[src/rtl/serial_frame_receiver.sv]
// serial_frame_receiver: start/data/stop bit receiver with a valid/ready holding register
module serial_frame_receiver #(
  parameter int N = 8,
  parameter bit MSB_FIRST = 1'b0
) (
  input  logic         clk,
  input  logic         reset,
  input  logic         enable,
  input  logic         s_in,
  input  logic         ready,
  output logic [N-1:0] p_out,
  output logic         valid,
  output logic         busy,
  output logic         frame_err,
  output logic         overrun
);
  localparam int CW = $clog2(N) + 1;
  typedef enum logic [1:0] {IDLE, DATA, STOP} state_t;
  state_t state, nxt;
  logic [CW-1:0] cnt;
  logic [N-1:0] sr;
  logic good, load;
  always_ff @(posedge clk)
    if (reset) state <= IDLE;
    else if (enable) state <= nxt;
  always_comb begin
    nxt = IDLE;
    if (state == IDLE) nxt = s_in ? IDLE : DATA;
    else if (state == DATA) nxt = (cnt == CW'(N - 1)) ? STOP : DATA;
  end
  always_comb begin
    busy = state != IDLE;
    good = enable && state == STOP && s_in;
    load = good && (!valid || ready);
  end
  always_ff @(posedge clk)
    if (reset) begin
      cnt       <= '0;
      sr        <= '0;
      p_out     <= '0;
      valid     <= 1'b0;
      frame_err <= 1'b0;
      overrun   <= 1'b0;
    end else begin
      if (enable && state == IDLE) cnt <= '0;
      if (enable && state == DATA) begin
        cnt <= cnt + CW'(1);
        sr  <= MSB_FIRST ? {sr[N-2:0], s_in} : {s_in, sr[N-1:1]};
      end
      if (load) p_out <= sr;
      valid     <= load || (valid && !ready);
      frame_err <= enable && state == STOP && !s_in;
      overrun   <= good && valid && !ready;
    end
endmodule

[config.mk]
export PLATFORM = sky130hd
export DESIGN_NAME = serial_frame_receiver
export DESIGN_NICKNAME = d
export VERILOG_FILES = /design/src/rtl/serial_frame_receiver.sv
export SDC_FILE = /design/constraint.sdc
export NUM_CORES = 1
export LEC_CHECK = 0
export BUFFER_PORTS_ARGS = -buffer_cell sky130_fd_sc_hd__clkbuf_2
export CAP_MARGIN = 20
export CELL_PAD_IN_SITES_DETAIL_PLACEMENT = 0
export CELL_PAD_IN_SITES_GLOBAL_PLACEMENT = 1
export CORE_ASPECT_RATIO = 1.4
export CORE_MARGIN = 1.5
export CORE_UTILIZATION = 40
export CTS_CLUSTER_SIZE = 8
export DETAILED_ROUTE_END_ITERATION = 10
export PLACE_DENSITY = 0.78
export SLEW_MARGIN = 5
export SYNTH_ARGS = -nofsm -noshare
export SYNTH_HDL_FRONTEND = slang
export SYNTH_SLANG_ARGS = --single-unit
export TNS_END_PERCENT = 1
[constraint.sdc]
create_clock -name clk -period 1.5 [get_ports clk]
set_input_delay 0.225 -clock clk [delete_from_list [all_inputs] [get_ports clk]]
set_output_delay 0.225 -clock clk [all_outputs]
set_load 0.01 [all_outputs]
==> run metrics <==
grt ovf 0; Inserted Clock Buffers 3; RSZ-0062 raised after global routing false; worst slew pin tran 0.532 ns; sequential cell fraction of total power 0.663; Pint around 800 uW; Die Y 63.4 um; Post-Synthesis Cell Area approximately 1000 um^2; Worst-path clk slew about 0.12 ns; Synth async-reset ratio 0; hold endpoint frame_err$_SDFF_PP0_; setup ws final 0.181 ns; Reg2Reg Depth 3; clock share of power 0.274; worst reg2reg setup slack 0.21 ns; Final setup viols 0; Initial Util 0.427; count of clock tree sinks 25; # IOs 17; switching share of power 0.216; ys flop type dfxtp_1; vias per inst between 4 and 5; Leak roughly 0.00041 uW; clk_skew slightly below 0.007 ns; chip width between 40 and 50 um; Antenna Diode Count 0; critical path class reg -> out; R2R Path End state[0]$_SDFFE_PP0P_; peak supply drop between 400 and 500 uV; CTS root buffer clkbuf_4; max_cap viols 0; largest net degree at the start of global routing 34; CTS Hold Bufs 0; FILL cells between 200 and 250; Routed Antenna Nets 0; Mapped Cells between 100 and 150; global-route wire length before repair slightly below 3 mm; post-CTS setup buffer count 0; Combinational Power Share 0.063; first-pass iteration count of the detailed router 4; hold_ws 0.120 ns; CP arrival 1.09 ns; detailed placement HPWL approximately 1.2 mm; YS warnings 0; number of H-tree levels 1; layout net count 136; Post-Syn Nets 120; via count 768; Gates resized, CTS repair 0; core area between 2000 and 2500 um^2; critical path fanouts, max 10; DRC 0; Post-synth EDFFs 0; reg2reg start state[0]$_SDFFE_PP0P_; port bufs 16; minimum clock period between 1 and 1.5 ns; CP Capture Type primary output; total global-route track usage 0.132; setup TNS 0 ns; vias in the first global route about 710; Seq cells post-synth 25; Setup crit start state[0]$_SDFFE_PP0P_; die area just under 3000 um^2; initial antenna violation count 0; Seq/Total Area, Yosys 0.480; DR iter-0 viols 18; final hold vios 0; final design utilization 0.477; P_sw between 200 and 250 uW; Max-Slew Margin vs Limit 0.646; Max Slew Vio Count 0; maximum clock path buffer count 2; biggest area consumer among synthesized cells dfxtp_1; detailed-route wire length per cell 10.3 um; Synth-to-Final Area Change 11.9%; hold path cells 2; clk_lat worst skew around 0.30 ns; # rows 21; hold path start s_in; syn avg cell area ~9.1 um^2; Final GP Congestion between 0.7 and 0.8; Hold Path Class in -> reg; Place WS between 0.2 and 0.3 ns; CTS tree yes; Synth cell types 27; Total Power 1020 uW; CP Data Required Time 1.27 ns; final WL 1.68 mm; ranking of synthesized cells by area dfxtp_1 (48%), nand2b_1 (11%), mux2i_1 (8.6%); FMAX 758 MHz; Startpoint Class flip-flop; Power Density roughly 900 nW/um^2; status complete, no violations; share of cells above drive strength 1 0.178; crit share post-route 0.879; top-area cell type share of the netlist area 0.480
[worst max path at each step]
stage | to | slack [ns]
2_1_floorplan | state[0]$_SDFFE_PP0P_ | 0.28
3_3_place_gp | state[0]$_SDFFE_PP0P_ | 0.27
3_5_place_dp | cnt[2]$_SDFFE_PP0P_ | 0.25
4_1_cts | busy | 0.16
5_1_grt | busy | 0.09
6_report | busy | 0.18
[per-stage QoR]
step | std cells | area [um^2]
after floorplan | 114 | 1040
after global placement | 159 | 1140
after detailed placement | 159 | 1140
after CTS | 163 | 1170
after global routing | 163 | 1170
final | 163 | 1170
[worst max-delay path, cell delays in order, from the launching register on]
cell,delay [ns]
dfxtp_1,0.50
or2_4,0.18
clkbuf_2,0.12
[power groups by stage]
stage / registers [uW] / logic (uW) / clock network (uW)
2_1_floorplan: 687 / 57.7 / 0
6_report: 678 / 64.9 / 280
3_5_place_dp: 693 / 66.0 / 0
4_1_cts: 678 / 66.2 / 301
5_1_grt: 680 / 72.6 / 330
3_3_place_gp: 693 / 65.2 / 0
[synth_stat cells, types with 2 or more instances]
cell,number
nand3b_1,3
clkbuf_1,3
a31oi_1,2
nand2_1,18
nand3_1,3
nand2b_1,18
a21oi_1,11
dfxtp_1,25
mux2i_1,9
nor2b_1,3
nor3_1,2
buf_2,2
[per-layer routing]
layer  vias up  global-route usage  routed length [um]
met1       341               0.162                 773
met3         2              0.0258                  39
li1        416                   -                   -
met2         9               0.217                 853
met5         -                   0                   0
met4         0              0.0536                  14
[flip-flops by register name, indices dropped and copies added (netlist names)]
| register | count |
|---|---|
| cnt | 4 |
| frame_err | 1 |
| overrun | 1 |
| p_out | 8 |
| sr | 8 |
| state | 2 |
| valid | 1 |
[cells in the final DEF (no fill, tap or decap)]
master    netlist  final
clkbuf_1        3      1
nand3b_1        3      3
clkbuf_4        0      3
a21oi_1        11     11
or2b_1          1      1
clkbuf_2        0     16
ha_1            1      1
a31oi_1         2      2
nand3b_2        1      1
nand2b_1       18     18
nand4b_1        1      1
nand3_1         3      3
or3b_1          1      1
and3b_1         1      1
or3_1           1      1
nand2_1        18     18
nand4_1         1      1
mux2i_1         9      9
or2_4           1      1
nor3_1          2      2
buf_4           1      2
dfxtp_1        25     25
inv_1           1      1
o22ai_1         1      1
o21ai_0         1      1
nor2_1          1      1
nor2b_1         3      3
[kinds of logic after synthesis]
group,count (synthesis),synth area share
simple gates,56,0.304
mux,9,0.0864
fa+ha+maj,1,0.0120
flops,25,0.480
compound gates,15,0.0756
buf+inv,8,0.0420
[cell type report]
| cell class | count | area, um^2 | area share |
|---|---|---|---|
| Clock buffer | 4 | 26.3 | 0.0225 |
| Inverter | 1 | 3.75 | 0.00322 |
| Multi-Input combinational cell | 81 | 498 | 0.427 |
| Sequential cell | 25 | 500 | 0.429 |
| Tap cell | 34 | 42.5 | 0.0365 |
| Timing Repair Buffer | 18 | 95.1 | 0.0815 |
Power figures use the tool's default switching activity.
